===== src/rtl/mips_ctrl_pkg.sv =====
// mips_ctrl_pkg: opcode/funct constants, ALU codes, FSM states and datapath mux encodings
package mips_ctrl_pkg;
   localparam logic [5:0] OP_RTYPE = 6'h00, OP_J = 6'h02, OP_JAL = 6'h03, OP_BNE = 6'h05;
   localparam logic [5:0] OP_XORI = 6'h0e, OP_LW = 6'h23, OP_SW = 6'h2b;
   localparam logic [5:0] FN_NOOP = 6'h00, FN_JR = 6'h08, FN_SYSCALL = 6'h0c;
   localparam logic [5:0] FN_ADD = 6'h20, FN_SUB = 6'h22, FN_XOR = 6'h26, FN_SLT = 6'h2a;
   localparam logic [5:0] ALU_ADD = FN_ADD, ALU_SUB = FN_SUB, ALU_XOR = FN_XOR;
   typedef enum logic [3:0] {S_START, S_FETCH, S_DECODE, S_EXEC, S_MEMACC, S_WB, S_JUMP, S_HALT} state_t;
   localparam logic [1:0] PC_ALU = 2'd0, PC_ALUOUT = 2'd1, PC_JUMP = 2'd2, PC_RS = 2'd3;
   localparam logic [1:0] RD_RT = 2'd0, RD_RD = 2'd1, RD_RA = 2'd2;
   localparam logic [1:0] WB_ALUOUT = 2'd0, WB_MDR = 2'd1, WB_PC = 2'd2;
   localparam logic [1:0] B_RT = 2'd0, B_FOUR = 2'd1, B_IMM = 2'd2, B_IMMSH = 2'd3;
   typedef struct packed {
      logic rtype, lw, sw, bne, xori, j, jal, jr, noop, syscall, illegal;
   } iclass_t;
endpackage


===== src/rtl/mips_multicycle_control_if.sv =====
// mips_multicycle_control_if: shared instruction/data memory handshake
interface mips_multicycle_control_if;
   logic mem_read, mem_write, i_or_d, mem_ready;
   modport master(output mem_read, mem_write, i_or_d, input mem_ready);
   modport slave(input mem_read, mem_write, i_or_d, output mem_ready);
endinterface


===== src/rtl/mips_instr_class.sv =====
// mips_instr_class: opcode/funct to one-hot instruction class
module mips_instr_class import mips_ctrl_pkg::*; (
   input  logic [5:0] opcode,
   input  logic [5:0] funct,
   output iclass_t    cls
);
   logic r;
   always_comb begin
      r = opcode == OP_RTYPE;
      cls = '0;
      cls.rtype = r && (funct inside {FN_ADD, FN_SUB, FN_SLT});
      cls.jr = r && funct == FN_JR;
      cls.syscall = r && funct == FN_SYSCALL;
      cls.noop = r && funct == FN_NOOP;
      cls.lw = opcode == OP_LW;
      cls.sw = opcode == OP_SW;
      cls.bne = opcode == OP_BNE;
      cls.xori = opcode == OP_XORI;
      cls.j = opcode == OP_J;
      cls.jal = opcode == OP_JAL;
      cls.illegal = ~|cls;
   end
endmodule


===== src/rtl/mips_multicycle_control.sv =====
// mips_multicycle_control: multicycle MIPS control FSM with memory handshake and retire counter.
// CTRL_ILLEGAL_TRAP_EN: unlisted encodings halt the core and raise illegal_op instead of retiring.
module mips_multicycle_control import mips_ctrl_pkg::*; #(
   parameter int ALUOP_W = 6,
   parameter int CNT_W = 32
) (
   input  logic               clk,
   input  logic               rst_n,
   input  logic [5:0]         opcode,
   input  logic [5:0]         funct,
   input  logic               alu_zero,
   mips_multicycle_control_if.master mem,
   output logic               ir_write,
   output logic               pc_write,
   output logic [1:0]         pc_src,
   output logic               reg_write,
   output logic [1:0]         reg_dst,
   output logic [1:0]         wb_sel,
   output logic               alu_src_a,
   output logic [1:0]         alu_src_b,
   output logic               imm_zext,
   output logic [ALUOP_W-1:0] alu_op,
   output logic               halted,
   output logic               retired,
   output logic [CNT_W-1:0]   retired_cnt,
`ifdef CTRL_ILLEGAL_TRAP_EN
   output logic               illegal_op,
`endif
   output logic [3:0]         state_dbg
);
`ifdef CTRL_ILLEGAL_TRAP_EN
   localparam bit TRAP = 1'b1;
`else
   localparam bit TRAP = 1'b0;
`endif
   state_t state, nxt;
   logic [5:0] op_q, fn_q, aop;
   logic mr, mw, iod;
   iclass_t cls;
   // DECODE classifies the live IR; later states use the copy latched in DECODE
   mips_instr_class u_cls (
      .opcode(state == S_DECODE ? opcode : op_q),
      .funct(state == S_DECODE ? funct : fn_q),
      .cls(cls)
   );
   always_ff @(posedge clk or negedge rst_n)
      if (!rst_n) begin
         state <= S_START;
         op_q <= '0;
         fn_q <= '0;
         retired_cnt <= '0;
      end else begin
         state <= nxt;
         if (state == S_DECODE) begin
            op_q <= opcode;
            fn_q <= funct;
         end
         retired_cnt <= retired_cnt + CNT_W'(retired);
      end
   always_comb begin
      nxt = state;
      {mr, mw, iod, ir_write, pc_write, reg_write, alu_src_a, imm_zext, halted, retired} = '0;
      {pc_src, reg_dst, wb_sel, alu_src_b} = '0;
      aop = '0;
      case (state)
         S_START: nxt = S_FETCH;
         S_FETCH: begin
            mr = 1'b1;
            alu_src_b = B_FOUR;
            aop = ALU_ADD;
            ir_write = mem.mem_ready;
            pc_write = mem.mem_ready;
            nxt = mem.mem_ready ? S_DECODE : S_FETCH;
         end
         S_DECODE: begin
            alu_src_b = B_IMMSH;
            aop = ALU_ADD;
            nxt = cls.j || cls.jal || cls.jr ? S_JUMP :
                  cls.syscall || (TRAP && cls.illegal) ? S_HALT :
                  cls.noop || cls.illegal ? S_FETCH : S_EXEC;
            retired = cls.noop || cls.syscall || (!TRAP && cls.illegal);
         end
         S_EXEC: begin
            alu_src_a = 1'b1;
            alu_src_b = cls.rtype || cls.bne ? B_RT : B_IMM;
            imm_zext = cls.xori;
            aop = cls.rtype ? fn_q : cls.xori ? ALU_XOR : cls.bne ? ALU_SUB : ALU_ADD;
            pc_src = cls.bne ? PC_ALUOUT : PC_ALU;
            pc_write = cls.bne && !alu_zero;
            retired = cls.bne;
            nxt = cls.bne ? S_FETCH : cls.lw || cls.sw ? S_MEMACC : S_WB;
         end
         S_MEMACC: begin
            iod = 1'b1;
            mr = cls.lw;
            mw = cls.sw;
            retired = mem.mem_ready && cls.sw;
            nxt = !mem.mem_ready ? S_MEMACC : cls.lw ? S_WB : S_FETCH;
         end
         S_WB: begin
            reg_write = 1'b1;
            reg_dst = cls.rtype ? RD_RD : RD_RT;
            wb_sel = cls.lw ? WB_MDR : WB_ALUOUT;
            retired = 1'b1;
            nxt = S_FETCH;
         end
         S_JUMP: begin
            pc_write = 1'b1;
            pc_src = cls.jr ? PC_RS : PC_JUMP;
            reg_write = cls.jal;
            reg_dst = cls.jal ? RD_RA : RD_RT;
            wb_sel = cls.jal ? WB_PC : WB_ALUOUT;
            retired = 1'b1;
            nxt = S_FETCH;
         end
         S_HALT: halted = 1'b1;
         default: nxt = S_START;
      endcase
   end
   assign mem.mem_read = mr;
   assign mem.mem_write = mw;
   assign mem.i_or_d = iod;
   assign alu_op = ALUOP_W'(aop);
   assign state_dbg = state;
`ifdef CTRL_ILLEGAL_TRAP_EN
   assign illegal_op = state == S_HALT && cls.illegal;
`endif
endmodule


===== src/flat_wrapper.sv =====
// flat-port wrapper written by rule: the top's interface ports become plain ports
module mips_multicycle_control_flat import mips_ctrl_pkg::*;
#(
   parameter int ALUOP_W = 6,
   parameter int CNT_W = 32
)
  (clk, rst_n, opcode, funct, alu_zero, ir_write, pc_write, pc_src, reg_write, reg_dst, wb_sel, alu_src_a, alu_src_b, imm_zext, alu_op, halted, retired, retired_cnt, state_dbg, mem_mem_read, mem_mem_write, mem_i_or_d, mem_mem_ready);
  mips_multicycle_control_if mem_i ();
  input  logic clk;
  input  logic rst_n;
  input  logic [5:0] opcode;
  input  logic [5:0] funct;
  input  logic alu_zero;
  output logic ir_write;
  output logic pc_write;
  output logic [1:0] pc_src;
  output logic reg_write;
  output logic [1:0] reg_dst;
  output logic [1:0] wb_sel;
  output logic alu_src_a;
  output logic [1:0] alu_src_b;
  output logic imm_zext;
  output logic [ALUOP_W-1:0] alu_op;
  output logic halted;
  output logic retired;
  output logic [CNT_W-1:0] retired_cnt;
  output logic [3:0] state_dbg;
  output wire logic [$bits(mem_i.mem_read)-1:0] mem_mem_read;
  output wire logic [$bits(mem_i.mem_write)-1:0] mem_mem_write;
  output wire logic [$bits(mem_i.i_or_d)-1:0] mem_i_or_d;
  input wire logic [$bits(mem_i.mem_ready)-1:0] mem_mem_ready;
  assign mem_mem_read = mem_i.mem_read;
  assign mem_mem_write = mem_i.mem_write;
  assign mem_i_or_d = mem_i.i_or_d;
  assign mem_i.mem_ready = mem_mem_ready;
  mips_multicycle_control #(.ALUOP_W(ALUOP_W), .CNT_W(CNT_W)) u_core (.clk(clk), .rst_n(rst_n), .opcode(opcode), .funct(funct), .alu_zero(alu_zero), .mem(mem_i), .ir_write(ir_write), .pc_write(pc_write), .pc_src(pc_src), .reg_write(reg_write), .reg_dst(reg_dst), .wb_sel(wb_sel), .alu_src_a(alu_src_a), .alu_src_b(alu_src_b), .imm_zext(imm_zext), .alu_op(alu_op), .halted(halted), .retired(retired), .retired_cnt(retired_cnt), .state_dbg(state_dbg));
endmodule

===== config.mk =====
export PLATFORM = sky130hd
export DESIGN_NAME = mips_multicycle_control_flat
export DESIGN_NICKNAME = d
export VERILOG_FILES = /design/src/rtl/mips_ctrl_pkg.sv /design/src/rtl/mips_multicycle_control_if.sv /design/src/rtl/mips_instr_class.sv /design/src/rtl/mips_multicycle_control.sv /design/src/flat_wrapper.sv
export SDC_FILE = /design/constraint.sdc
export NUM_CORES = 1
export LEC_CHECK = 0
export CAP_MARGIN = 5
export CORE_ASPECT_RATIO = 0.6
export CORE_MARGIN = 1.5
export CORE_UTILIZATION = 48
export DETAILED_ROUTE_END_ITERATION = 16
export PLACE_DENSITY = 0.81
export SETUP_SLACK_MARGIN = 0.4
export SLEW_MARGIN = 25
export SYNTH_ARGS = -nofsm -noshare
export SYNTH_HDL_FRONTEND = slang
export SYNTH_SLANG_ARGS = --single-unit
export TNS_END_PERCENT = 100

===== constraint.sdc =====
create_clock -name clk -period 3.42 [get_ports clk]
set_input_delay 0.342 -clock clk [delete_from_list [all_inputs] [get_ports clk]]
set_output_delay 0.342 -clock clk [all_outputs]
set_load 0.005 [all_outputs]

Word level (Yosys, flattened, before mapping):

Index checks and enable logic that the tools add are counted.

* output and inout port bits: 60
* logic and storage cells: 81
* register bits: 48
* input bits: 16

* add/subtract/negate cells: 1
* muxes and demuxes: 35
* reduce and logical (&&, ||, !) cells: 23
* eq/ne operators: 18

Operators by type and width (number)
* adder 32 x 1 -> 32 bit: 1
* equality test 6 bit (second input constant): 5
* 2-to-1 mux 6 bit: 4
* case mux 4 bit (6 select lines): 1
* equality test 6 x 4 -> 1 bit (second input constant): 3
* equality test 4 x 3 -> 1 bit (second input constant): 4
* 2-to-1 mux 4 bit: 4
* equality test 6 x 2 -> 1 bit (second input constant): 2
* logical NOT 6 bit: 2
* case mux 2 bit (2 select lines): 3
* case mux 6 bit (2 select lines): 1
* 2-to-1 mux 1 bit: 11
* 2-to-1 mux 2 bit: 5
* OR reduction 10 bit: 1
* equality test 4 x 2 -> 1 bit (second input constant): 2
* logical OR 1 bit: 7
* equality test 6 x 3 -> 1 bit (second input constant): 1
* logical AND 1 bit: 6
* case mux 2 bit (3 select lines): 1
* equality test 4 x 1 -> 1 bit (second input constant): 1
* logical NOT 4 bit: 1
* case mux 1 bit (2 select lines): 2
* case mux 1 bit (4 select lines): 1
* OR reduction 2 bit: 2
* 5 further kinds: 6

Logic depth before layout (Yosys ltp):

* depth after elaboration: 12
* depth in mapped cells: 14
* mapped depth without buffers: 14

Cells and area by module:

From an unflattened synthesis, not the netlist that was laid out.

* cells, all modules: 255
* area total of the unflattened synthesis: 2625.0 µm²

Modules (own cells, without submodules)
* mips_multicycle_control: instances 1, area an instance 2381.0 µm², seq. area each 1176.1 µm², cells an instance 220
* mips_instr_class: instances 1, area an instance 244.0 µm², seq. area each 0.0 µm², cells an instance 35

Least setup slack after synthesis:

OpenSTA, ideal clock, no wires.

* path kind: reg-to-reg
* start point: register u_core.state[1] (netlist: u_core.state_dbg[1])
* end point: register u_core.retired_cnt[26]
* arrival time: 2.782 ns
* clock period less this slack: 2.906 ns
* setup time: 0.124 ns
* buffers on the path: 1
* setup slack: 0.514 ns
* stages on the path, launching flop included: 14
* required time: 3.296 ns
* cell sequence: dfrtp_1 > or3b_1 > buf_2 > nor2_1 > a31oi_1 > nor4bb_1 > a31o_1 > ha_1 > ha_1 > nand2_1 > nor4_4 > and4_1 > nand2_1 > xnor2_1

* cells in the longest elaborated chain, start to end: 10
* elaborated cells on any way between the ends: 33
* classes of those cells: add/sub (1); eq/ne (16); mux (3); reduce/logical (13)

RTL lines
* start: declaration: RTL line mips_multicycle_control.sv:36 `state_t state, nxt;`
* start signal: assignment: RTL line mips_multicycle_control.sv:53 `state <= nxt;`
* equality test 4 x 2 -> 1 bit: RTL line mips_multicycle_control.sv:42, mips_multicycle_control.sv:43, mips_multicycle_control.sv:65
* 2-to-1 mux 6 bit: RTL line mips_multicycle_control.sv:43 `.funct(state == S_DECODE ? funct : fn_q),`
* equality test 6 bit: RTL line mips_instr_class.sv:11 `cls.rtype = r && (funct inside {FN_ADD, FN_SUB, FN_SLT});`
* nonzero test 3 bit: RTL line mips_instr_class.sv:11
* logical AND 1 bit: RTL line mips_instr_class.sv:11
* OR reduction 10 bit: RTL line mips_instr_class.sv:21 `cls.illegal = ~|cls;`
* logical NOT 1 bit: RTL line mips_instr_class.sv:21
* logical OR 1 bit: RTL line mips_multicycle_control.sv:81 `retired = cls.noop || cls.syscall || (!TRAP && cls.illegal);`
* case mux 1 bit (4 select lines) *: RTL line mips_multicycle_control.sv:65 `case (state)`
* via retired: RTL line flat_wrapper.sv:25 `output logic retired;`
* adder 32 x 1 -> 32 bit *: RTL line mips_multicycle_control.sv:58 `retired_cnt <= retired_cnt + CNT_W'(retired);`
* end signal: assignment: RTL line mips_multicycle_control.sv:58
* end: declaration: RTL line mips_multicycle_control.sv:25 `output logic [CNT_W-1:0] retired_cnt,`

The timed path passes the listed nets; every way through them passes the cells marked *.
A chain may end at the register's enable or synchronous reset.

Final worst setup path:

* start point: register u_core.state[2] (netlist: u_core.state_dbg[2])
* end point: register u_core.retired_cnt[26]

* cells in the longest elaborated chain, start to end: 10
* elaborated cells on any way between the ends: 33
* classes of those cells: add/sub (1); eq/ne (16); mux (3); reduce/logical (13)

RTL lines (RTL line)
* equality test 4 x 2 -> 1 bit: mips_multicycle_control.sv:42, mips_multicycle_control.sv:43, mips_multicycle_control.sv:65
* 2-to-1 mux 6 bit: mips_multicycle_control.sv:43
* equality test 6 bit: mips_instr_class.sv:11
* nonzero test 3 bit: mips_instr_class.sv:11
* logical AND 1 bit: mips_instr_class.sv:11
* OR reduction 10 bit: mips_instr_class.sv:21
* logical NOT 1 bit: mips_instr_class.sv:21
* logical OR 1 bit: mips_multicycle_control.sv:81
* case mux 1 bit (4 select lines) *: mips_multicycle_control.sv:65
* adder 32 x 1 -> 32 bit *: mips_multicycle_control.sv:58

Every way passes the cells marked *; elsewhere a longest branch is shown, timed or not.

==> impl_metrics.toml <==
[timing]
drv_slew = 0
layout_min_cycle_time_ps = 3290
setup_viol = 0
finalHoldViolations = 0
fin_skew_ps = 13.6
setup_tns_ps = 0
hold_ws_ps = 32.8
slew_headroom_pct = 61.3
max_freq_ghz = 0.304
grt_setup_unrepaired = "true"
fin_crit_sh_pct = 96.2
tightest_slew_ps = 581

[floorplanning]
core_area_sq_um = 5150
die_area_sq_um = 5920
rows = 20
initial_core_util_pct = 50.8
fp.dieH_um = 60.2
die_width_um = 98.4
ios = 76

[clock_network]
clock_path_buffers = 2
clk_pin_slew_worst_paths_ps = 100
clock-root-buffer = "clkbuf_8"
numCtsBuffers = 5
h-tree-depth = 2
clkLatencyLatePin_ps = 300
cts_sinks = 47
cts_tree = "done"

[placed_design]
dp_hpwl_mm = 5.64
placed_area_sq_um = 3490
io_buffer_count = 72
gp_congestion = 0.979

[yosys]
ys.flop_type = "dfrtp_1"
yosys_warnings = 0
async_reset_ff_share_pct = 100
yosysSeqAreaShare_pct = 44.9
yosys_register_bits = 47
netlist_area_sq_um = 2620
synthCells = 279
synth-edff-count = 0
synth_cell_types = 51
postSynthAreaPerCell_sq_um = 9.39

[global_route]
grt_util_all_layers_pct = 27.6
grt_start_max_net_pins = 48
grt_pass1_vias = 2267
grt_pass1_wl_mm = 12.5
antenna_found_initial = 0
grt_overflow = 0

[setup_path]
reg2reg_to = "u_core.retired_cnt[26]"
crit_path_max_fanout = 6
r2r_start = "u_core.state_dbg[2]"
cp_cell_sequence = "nor3b_4, nor3_2, a31oi_2, nor4bb_4, a31o_1, ha_4, buf_4, ha_4, nand2_4, nor4_4, and4_4, nand2_1, xnor2_1"
cpMaxStageDelayCell = "dfrtp_2"
end_kind = "flip-flop"
cp_common_cell = "ha_4"
startpoint_type = "flip-flop"
setup.worst_path.class = "reg2reg"
worstRegToRegCells = 13
cp_data_arrival_time_ps = 3490
worst-r2r-setup-slack_ps = 130
required_ps = 3620
cpPeakStageDelay_ps = 460

[drt]
drc_errors = 0
num_vias = 2607
first_pass_iters = 5
wl_mm = 8.74
via_per_inst = 5.78
ant_nets = 0
wl_per_cell_um = 19.4
drt_iter0_markers = 248

[finish]
nets = 402
drive_gt1_share_pct = 23.1
layout_commonest_cell = "clkdlybuf4s50_1"
multiInputGateArea_sq_um = 1580
antennaDiodeCount = 0
stdcell_area_sq_um = 4000
mostFrequentLayoutCells = "clkdlybuf4s50_1 (66), nand2_1 (53), dfrtp_1 (46)"
fillCellCount = 330
post-route-util_pct = 77.5
seq_area_sq_um = 1180
syn2layout_area_growth_pct = 52.5

[pwr]
ir_drop_v = 0.000370
p_per_area_nw_per_um2 = 541
power_uw = 2160
p_leak_uw = 0.00188

[run]
cap_violations = 0

[run_status]
run_status = "finished, final reports clean"

[hold_path]
hp-class = "in2async"
timing repair:
item,CTS,global route
buffers inserted,11,7
pin swaps,19,17
endpoints found under the setup margin,29,33
hold buffers,0,0
gates resized for setup,27,32
synth_stat cells (2+ instances only):
cell      instances  area [sq um]
nor4_4            3          63.8
nand3b_1          3          22.5
nor2b_1           5          31.3
nor4_1            3          18.8
or2_2             2          12.5
and2_1            5          31.3
buf_2             2          10.0
nor2_1           19          71.3
nand4_4           2          42.5
and4_1            4          35.0
nand3_1          13          65.1
o22ai_1           2          12.5
xnor2_1          23           201
nand2_1          59           221
inv_1             8          30.0
clkbuf_1          4          15.0
dfrtp_1          47          1180
ha_1              2          25.0
or3b_1            2          17.5
xor2_1            8          70.1
a21oi_1           5          25.0
nor4bb_1          2          20.0
o21ai_0           6          30.0
nand4b_1          3          26.3
nand4_1           4          25.0
a31oi_1           3          18.8
nand2b_1          4          25.0
and3_1            6          37.5
buf_4             4          30.0
nor3_1            5          25.0
cells by family (layout without fill, tap and decap cells):
family          count (synthesis)  in the layout  synth area share, %
compound gates                 26             26                 6.78
other cells                     1              3                0.143
buf+inv                        19            123                 3.39
fa+ha+maj                       2              2                0.955
flops                          47             47                 44.9
mux                             1              1                0.382
xor+xnor                       31             31                 10.4
simple gates                  152            152                 33.1
registers in the layout (all words and copies together) (netlist names):
register,flops
u_core.fn_q,6
u_core.op_q,6
u_core.retired_cnt,32
u_core.state_dbg,3
worst max-delay path by stage:
| stage | startpoint | end | slack [ps] | cells after the start |
|---|---|---|---|---|
| after floorplan | u_core.state_dbg[1] | u_core.retired_cnt[26] | 510 | 13 |
| after global placement | opcode[4] | u_core.retired_cnt[28] | 180 | 14 |
| after detailed placement | opcode[1] | u_core.retired_cnt[29] | 20 | 12 |
| after CTS | u_core.state_dbg[0] | u_core.retired_cnt[16] | 300 | 14 |
| after global routing | u_core.state_dbg[2] | u_core.retired_cnt[26] | 80 | 13 |
| final | u_core.state_dbg[2] | u_core.retired_cnt[26] | 130 | 13 |
final cells by class:
class	instances	area share, %
clock inverters	2	0.877
inverters	8	0.752
well taps	66	2.07
multi-input cells	215	39.4
clock buffers	6	2.07
repair buffers	107	25.3
flip-flops and latches	47	29.5
power breakdown:
part	switching [uW]	internal, uW
Clock	192	237
Sequential	159	666
Combinational	436	471
Total	788	1370
through the flow:
stage	setup WS, ps	std cells
2_1_floorplan	514	281
3_3_place_gp	182	425
3_5_place_dp	23.5	425
4_1_cts	296	444
5_1_grt	80.3	451
6_report	131	451
worst max-delay path: cells and delay by family, from the launching register on:
family | cells | cell delay, ps
adders and majority gates | 2 | 350
xor gates and xnor gates | 1 | 120
AOI/OAI and AO/OA | 2 | 550
buffers and inverters | 1 | 120
DFF | 1 | 460
and+or+nand+nor | 7 | 1590
layer usage:
layer  GRT usage (%)  wire, um  vias up
met5               0         0        -
met4            6.04       191        0
met3            7.60       721       21
met2            36.7      3820      132
met1            43.5      4010     1286
li1                -         -     1168
Note: power is estimated with default switching activity, not from simulation.
